[src/rtl/led_blinker_bank.sv]
// ============================================================================
// Module   : led_blinker_bank
// Brief    : Bank of NCH LED channels (OFF/ON/BLINK/ONESHOT) sharing one tick.
// Revision : 1.0
// ============================================================================
`default_nettype none

module led_blinker_bank #(
  parameter int NCH      = 4,
  parameter int TICK_DIV = 100000,
  parameter int CNT_W    = 16
) (
  input  logic                   sys_clk,
  input  logic                   sys_rst,
  input  logic [2*NCH-1:0]       mode,
  input  logic [CNT_W*NCH-1:0]   half_period,
  input  logic [NCH-1:0]         trig,
  output logic [NCH-1:0]         led,
  output logic [NCH-1:0]         busy,
  output logic                   tick
);

  localparam int                    c_pcnt_w    = (TICK_DIV > 1) ? $clog2(TICK_DIV) : 1;
  localparam logic [c_pcnt_w-1:0]   c_pcnt_last = c_pcnt_w'(TICK_DIV - 1);

  localparam logic [1:0] c_mode_off   = 2'b00;
  localparam logic [1:0] c_mode_on    = 2'b01;
  localparam logic [1:0] c_mode_blink = 2'b10;

  typedef enum logic [0:0] {
    OS_IDLE   = 1'b0,
    OS_ACTIVE = 1'b1
  } os_state_t;

  logic [c_pcnt_w-1:0] r_pcnt;
  logic                r_tick;

  always_ff @(posedge sys_clk) begin
    if (sys_rst) begin
      r_pcnt <= '0;
      r_tick <= 1'b0;
    end else begin
      r_tick <= (r_pcnt == c_pcnt_last);
      r_pcnt <= (r_pcnt == c_pcnt_last) ? '0 : r_pcnt + 1'b1;
    end
  end

  assign tick = r_tick;

  for (genvar i = 0; i < NCH; i++) begin : g_ch
    logic [1:0]       w_mode;
    logic [1:0]       r_prev_mode;
    logic [CNT_W-1:0] w_hp;
    logic [CNT_W-1:0] w_hp_m1;
    logic [CNT_W-1:0] r_cnt;
    logic [CNT_W-1:0] w_cnt_nxt;
    logic             r_led;
    logic             w_led_nxt;
    logic             w_entry;
    logic             w_at_end;
    os_state_t        r_state;
    os_state_t        w_state_nxt;

    assign w_mode   = mode[2*i +: 2];
    assign w_hp     = half_period[CNT_W*i +: CNT_W];
    // A half-period of 0 behaves as 1, so the terminal count is 0 in both cases.
    assign w_hp_m1  = (w_hp == '0) ? '0 : w_hp - 1'b1;
    assign w_entry  = (w_mode != r_prev_mode);
    assign w_at_end = (r_cnt >= w_hp_m1);

    always_ff @(posedge sys_clk) begin
      if (sys_rst) begin
        r_prev_mode <= c_mode_off;
        r_cnt       <= '0;
        r_led       <= 1'b0;
        r_state     <= OS_IDLE;
      end else begin
        r_prev_mode <= w_mode;
        r_cnt       <= w_cnt_nxt;
        r_led       <= w_led_nxt;
        r_state     <= w_state_nxt;
      end
    end

    always_comb begin
      w_state_nxt = r_state;
      w_cnt_nxt   = r_cnt;
      w_led_nxt   = r_led;
      case (w_mode)
        c_mode_off: begin
          w_state_nxt = OS_IDLE;
          w_cnt_nxt   = '0;
          w_led_nxt   = 1'b0;
        end
        c_mode_on: begin
          w_state_nxt = OS_IDLE;
          w_cnt_nxt   = '0;
          w_led_nxt   = 1'b1;
        end
        c_mode_blink: begin
          w_state_nxt = OS_IDLE;
          if (w_entry) begin
            w_cnt_nxt = '0;
            w_led_nxt = 1'b1;
          end else if (r_tick) begin
            if (w_at_end) begin
              w_cnt_nxt = '0;
              w_led_nxt = ~r_led;
            end else begin
              w_cnt_nxt = r_cnt + 1'b1;
            end
          end
        end
        default: begin
          // Trigger on the entry cycle is deliberately dropped.
          if (w_entry) begin
            w_state_nxt = OS_IDLE;
            w_cnt_nxt   = '0;
            w_led_nxt   = 1'b0;
          end else begin
            case (r_state)
              OS_IDLE: begin
                if (trig[i]) begin
                  w_state_nxt = OS_ACTIVE;
                  w_cnt_nxt   = '0;
                  w_led_nxt   = 1'b1;
                end
              end
              OS_ACTIVE: begin
                if (trig[i]) begin
                  w_cnt_nxt = '0;
                end else if (r_tick) begin
                  if (w_at_end) begin
                    w_state_nxt = OS_IDLE;
                    w_cnt_nxt   = '0;
                    w_led_nxt   = 1'b0;
                  end else begin
                    w_cnt_nxt = r_cnt + 1'b1;
                  end
                end
              end
              default: begin
                w_state_nxt = OS_IDLE;
              end
            endcase
          end
        end
      endcase
    end

    assign led[i]  = r_led;
    assign busy[i] = (r_state == OS_ACTIVE);
  end

endmodule

`default_nettype wire

[config.mk]
export PLATFORM = sky130hd
export DESIGN_NAME = led_blinker_bank
export DESIGN_NICKNAME = d
export VERILOG_FILES = /design/src/rtl/led_blinker_bank.sv
export SDC_FILE = /design/constraint.sdc
export NUM_CORES = 1
export LEC_CHECK = 0
export ABC_AREA = 1
export BUFFER_PORTS_ARGS = -buffer_cell sky130_fd_sc_hd__buf_4
export CORE_MARGIN = 2
export CORE_UTILIZATION = 55
export CTS_CLUSTER_DIAMETER = 150
export DETAILED_ROUTE_END_ITERATION = 8
export GPL_TIMING_DRIVEN = 1
export PLACE_DENSITY = 0.78
export SLEW_MARGIN = 20
export SYNTH_ARGS = -nofsm -noshare
export SYNTH_HDL_FRONTEND = slang
export SYNTH_SLANG_ARGS = --single-unit
[constraint.sdc]
create_clock -name sys_clk -period 2.85 [get_ports sys_clk]
set_clock_uncertainty 0.2 [all_clocks]
set_input_delay 0.285 -clock sys_clk [delete_from_list [all_inputs] [get_ports sys_clk]]
set_output_delay 0.285 -clock sys_clk [all_outputs]
set_load 0.03 [all_outputs]
# Word level (Yosys, flattened, before mapping)
# Cells that the tools add are included.
[totals] regBits=98 input_bits=78
[op_classes] n_lt_le_gt_ge=4 n_reduce_logical=21 n_eq_ne=41 addsub=9 n_mux=96 n_bitwise=8
[ops] operator="$mux 16" n=28
[ops] operator="$pmux 16 s2" n=8
[ops] operator="$add 16x1->16 const B" n=4
[ops] operator="$ge 16x16->1" n=4
[ops] operator="$logic_not 16->1" n=4
[ops] operator="$sub 16x1->16 const B" n=4
[ops] operator="$mux 1" n=48
[ops] operator="$ne 5x3->1 const B" n=8
[ops] operator="$ne 3x3->1 const B" n=8
[ops] operator="$ne 6x3->1 const B" n=4
[ops] operator="$ne 6x6->1 const B" n=4
[ops] operator="$reduce_and 6->1" n=4
[ops] operator="$ne 5x5->1 const B" n=4
[ops] operator="$reduce_or 5->1" n=4
[ops] operator="$add 17x1->17 const B" n=1
[ops] operator="$eq 17x17->1 const B" n=1
[ops] operator="$pmux 1 s2" n=8
[ops] operator="$pmux 1 s3" n=4
[ops] operator="$reduce_or 2->1" n=5
[ops] operator="$eq 2x1->1 const B" n=4
[ops] operator="$eq 2x2->1 const B" n=4
[ops] operator="$logic_not 2->1" n=4
[ops] operator="$ne 2x2->1" n=4
[ops] operator="$not 1->1" n=8

# Longest topological paths before layout
[logic_depth] word_depth=9 mapped_depth=23

# Least setup slack after synthesis
# OpenSTA, ideal clock, no wires.
[synth_timing] kind="input to register" start="input port half_period[0]" end="register g_ch[0].r_state" path_buffers=1 path_slack_ps=-137 arrival_time_ps=2671 stages=20 setup_time_ps=116 path_cell_list="inv_1 -> ha_1 -> inv_1 -> nor2_1 -> inv_1 -> nor2_1 -> inv_1 -> nor2_1 -> xor2_1 -> nand2_1 -> ha_1 -> nand2_1 -> or2_2 -> a21oi_1 -> nor2_1 -> nand2_1 -> nand2_1 -> buf_2 -> o211ai_1 -> inv_1"
[synth_via] elab_chain_len=7 word_cells_on_any_way=8 classes_between="1 x add/sub; 1 x order compare; 5 x mux; 1 x reduce/logical"
[synth_rtl] item="start: declaration" line="16" rtl="input logic [CNT_W*NCH-1:0] half_period,"
[synth_rtl] item="$sub 16x1->16 or $logic_not 16->1 (tied branches)" line="67" rtl="assign w_hp_m1 = (w_hp == '0) ? '0 : w_hp - 1'b1;"
[synth_rtl] item="$mux 16 *" line="67"
[synth_rtl] item="$ge 16x16->1 *" line="69" rtl="assign w_at_end = (r_cnt >= w_hp_m1);"
[synth_rtl] item="$mux 1 *" line="133" rtl="if (w_at_end) begin"
[synth_rtl] item="$mux 1 *" line="132" rtl="end else if (r_tick) begin"
[synth_rtl] item="$mux 1 *" line="130" rtl="if (trig[i]) begin"
[synth_rtl] item="$pmux 1 s2 *" line="121" rtl="case (r_state)"
[synth_rtl] item="end signal: assignment" line="81" rtl="r_state <= w_state_nxt;"
[synth_rtl] item="end: declaration" line="61" rtl="os_state_t r_state;"
# Every way passes the cells marked *; elsewhere a longest branch is shown, timed or not.
# A chain may end at the register's enable or synchronous reset.

# Worst setup path after layout
[layout_timing] start="input port half_period[3]" end="register g_ch[0].r_cnt[3]"
[layout_via] elab_chain_len=9 word_cells_on_any_way=11 classes_between="1 x add/sub; 1 x order compare; 8 x mux; 1 x reduce/logical"
[layout_rtl] item="$sub 16x1->16 or $logic_not 16->1 (tied branches)" line="67"
[layout_rtl] item="$mux 16 *" line="67"
[layout_rtl] item="$ge 16x16->1 *" line="69"
[layout_rtl] item="$mux 16 *" line="106, 133"
[layout_rtl] item="$mux 16 *" line="132"
[layout_rtl] item="$mux 16" line="130"
[layout_rtl] item="$pmux 16 s2" line="121"
[layout_rtl] item="$mux 16" line="116" rtl="if (w_entry) begin"
[layout_rtl] item="$pmux 16 s2 *" line="89" rtl="case (w_mode)"
[layout_rtl] item="end signal: assignment" line="79" rtl="r_cnt <= w_cnt_nxt;"
[layout_rtl] item="end: declaration" line="55" rtl="logic [CNT_W-1:0] r_cnt;"
# Marks and branches as above.

==> out/results.ini <==
[min_path]
worstHoldStart = trig[0]
hold_end = g_ch[0].r_state
hold_class = in -> reg
holdPathStages = 3

[clock_tree]
holdBufCountCts = 0
htree_levels = 3
cts-root-buf = clkbuf_16
clk_pin_slew_ps = 60
cts_inserted_buffers = 9
cts_sinks = 98
clk_latency_ps = 340
cts_tree = done
cts_max_path_buffers = 2

[floorplan]
io_pins = 87
die_area_um2 = 16600
core_area_um2 = 15200
start_util = 0.565
die_x_um = 129
die_y_um = 129
rows = 45

[worst_setup_path]
crit_path_max_fanout = 5
path_cells = buf_6 > nor2_4 > inv_2 > nor4_4 > nand4_1 > nor3_4 > nand2_1 > xnor2_1 > nand2_1 > ha_4 > nand4_1 > nor3_2 > nand2_1 > nand2_4 > nand2_4 > nand2_1 > nand2_1 > nand2_1 > nor2_1
setup.worst_path.class = in -> reg
max_stage_delay_ps = 300
cp.required_ps = 2880
critPathCaptureType = flip-flop
startpoint_type = primary input
r2r_end = g_ch[2].r_led
worst-endpoint-arrival_ps = 2850
regToRegStartpoint = g_ch[2].r_cnt[6]
r2r_setup_slack_ps = 760
rr_worst_depth = 16
slowest_stage = ha_4
worst_path_most_repeated_cell = nand2_1

[yosys]
ys_seq_area_frac = 0.229
syn_inst = 1308
yosysUniqueCellTypes = 55
synth-edff-count = 0
synth-async-reset-ratio = 0
avgSynthCellArea_um2 = 6.56
synthTopCellsByArea = dfxtp_1 (23%), ha_1 (14%), nand2_1 (12%)
synth_area_um2 = 8580
syn-num-nets = 1479
synth_warnings = 0
yosys_most_used_dff = dfxtp_1
synth_area_leader_cell = dfxtp_1
yosysTopAreaCellShare = 0.229
ys_ff_latch = 98

[timing]
worst_slew_pin_slew_ps = 525
setup_viol = 0
fmax_ghz = 0.355
rsz0062_at_grt = yes
maxSlewHeadroom = 0.648
tns_ps = 0
period_share = 0.988
drv_slew = 0
hold_violations = 0
min_period_ps = 2820

[power]
p_per_area_nw_per_um2 = 290
p_total_mw = 3.13
peakVddDrop_mv = 0.278
cellLeakagePower_nw = 4.99

[routing]
drc = 0
vias = 8916
drtIter0Drc = 385
wl_per_cell_um = 12.0
ant_nets = 0
firstDrtPassIters = 7
wirelength_um = 20300
via_per_inst = 5.27

[grt]
grt_usage = 0.240
grt_max_degree = 34
antenna_found_initial = 0
grt_overflow = 0
grt_pass1_wl_um = 34100
grt_pass1_vias = 8201

[cells_and_area]
synthToLayoutAreaGrowth_pct = 25.6
fin_nets = 1672
final_cell_count_no_fill = 1691
drive_gt1_frac = 0.216
final_cell_mix = nand2_1 (253), buf_4 (201), inv_1 (178)
num-fill-cells = 1323
final_util = 0.709
mostFrequentLayoutCell = nand2_1
diodes = 0

[placement]
routabilityCongestion = 0.916
place_inst = 1663
io_buffers = 86
dp_hpwl_um = 15300

[outcome]
outcome = finished clean

[job]
max_cap_viol_count = 0

-- timing repair --
action / CTS / global route
setup buffers: 0 / 11
cloned: 0 / 4
pin swaps: 0 / 21
gates resized for setup: 1 / 66
endpoints found under the setup margin: 3 / 71
-- registers in the layout, summed over array words and instances (netlist names) --
name,count
g_ch.r_cnt,64
r_pcnt,17
g_ch.r_prev_mode,8
g_ch.r_led,4
g_ch.r_state,4
tick,1
-- worst max-delay path by stage --
| stage | startpoint | to | slack [ps] | cells past startpoint |
|---|---|---|---|---|
| after floorplan | half_period[0] | g_ch[0].r_state | -6 | 20 |
| after global placement | half_period[3] | g_ch[0].r_led | -250 | 18 |
| after detailed placement | half_period[3] | g_ch[0].r_led | -410 | 18 |
| after CTS | half_period[3] | g_ch[0].r_led | 20 | 18 |
| after global routing | half_period[3] | g_ch[0].r_cnt[3] | -210 | 19 |
| final | half_period[3] | g_ch[0].r_cnt[3] | 30 | 19 |
-- layer usage --
metal  GRT usage  up-vias  share of wire
met1       0.307     4061           0.47
met4      0.0556        0          0.012
li1            -     4660              -
met5           0        -              0
met3      0.0333       25          0.035
met2       0.431      170           0.49
-- critical path: cells and delay by family --
| family | cells | cell delay (ps) |
|---|---|---|
| XOR/XNOR | 1 | 160 |
| adder cells (fa/ha/maj) | 1 | 300 |
| buffers and inverters | 2 | 160 |
| AND/OR/NAND/NOR | 15 | 1950 |
-- power by group --
part	total (mW)	leakage (nW)	internal (mW)	switching, mW
Sequential	1.40	0.793	1.39	0.0126
Clock	1.10	0.128	0.626	0.476
Combinational	0.628	4.07	0.293	0.335
Total	3.13	4.99	2.31	0.824
-- cells by family after synthesis --
logic type                 count (synthesis)  synth area share
AOI/OAI and AO/OA                        143            0.0932
xor gates and xnor gates                  65            0.0663
DFF                                       98             0.229
buffers and inverters                    212            0.0984
and+or+nand+nor                          697             0.378
adders and majority gates                 93             0.136
-- Yosys cell counts (all sizes together) (17+ instances only) --
library cell  instances
dfxtp                98
nand3                88
nand4                33
xnor2                29
nor4                 18
nand2               274
nor3                 66
nor2                176
xor2                 36
buf                  17
or2                  20
o21ai                36
a21oi                78
ha                   93
inv                 186
-- area by class of cell --
type,instances,area (µm²),area share
inverters,186,701,0.0650
well taps,188,235,0.0218
clock buffers,13,260,0.0241
repair buffers,204,1540,0.143
flip-flops and latches,98,1960,0.182
multi-input cells,1002,6080,0.564
-- stage by stage --
| step | hold slack [ps] | instance area, µm² | worst slack, ps |
|---|---|---|---|
| 6_report | 8.28 | 10800 | 34.8 |
| 5_1_grt | 39.4 | 10800 | -206 |
| 2_1_floorplan | 218 | 8600 | -6.23 |
| 3_5_place_dp | 251 | 10100 | -410 |
| 3_3_place_gp | 233 | 10100 | -253 |
| 4_1_cts | 9.07 | 10400 | 23.9 |
Power figures use the tool's default switching activity.
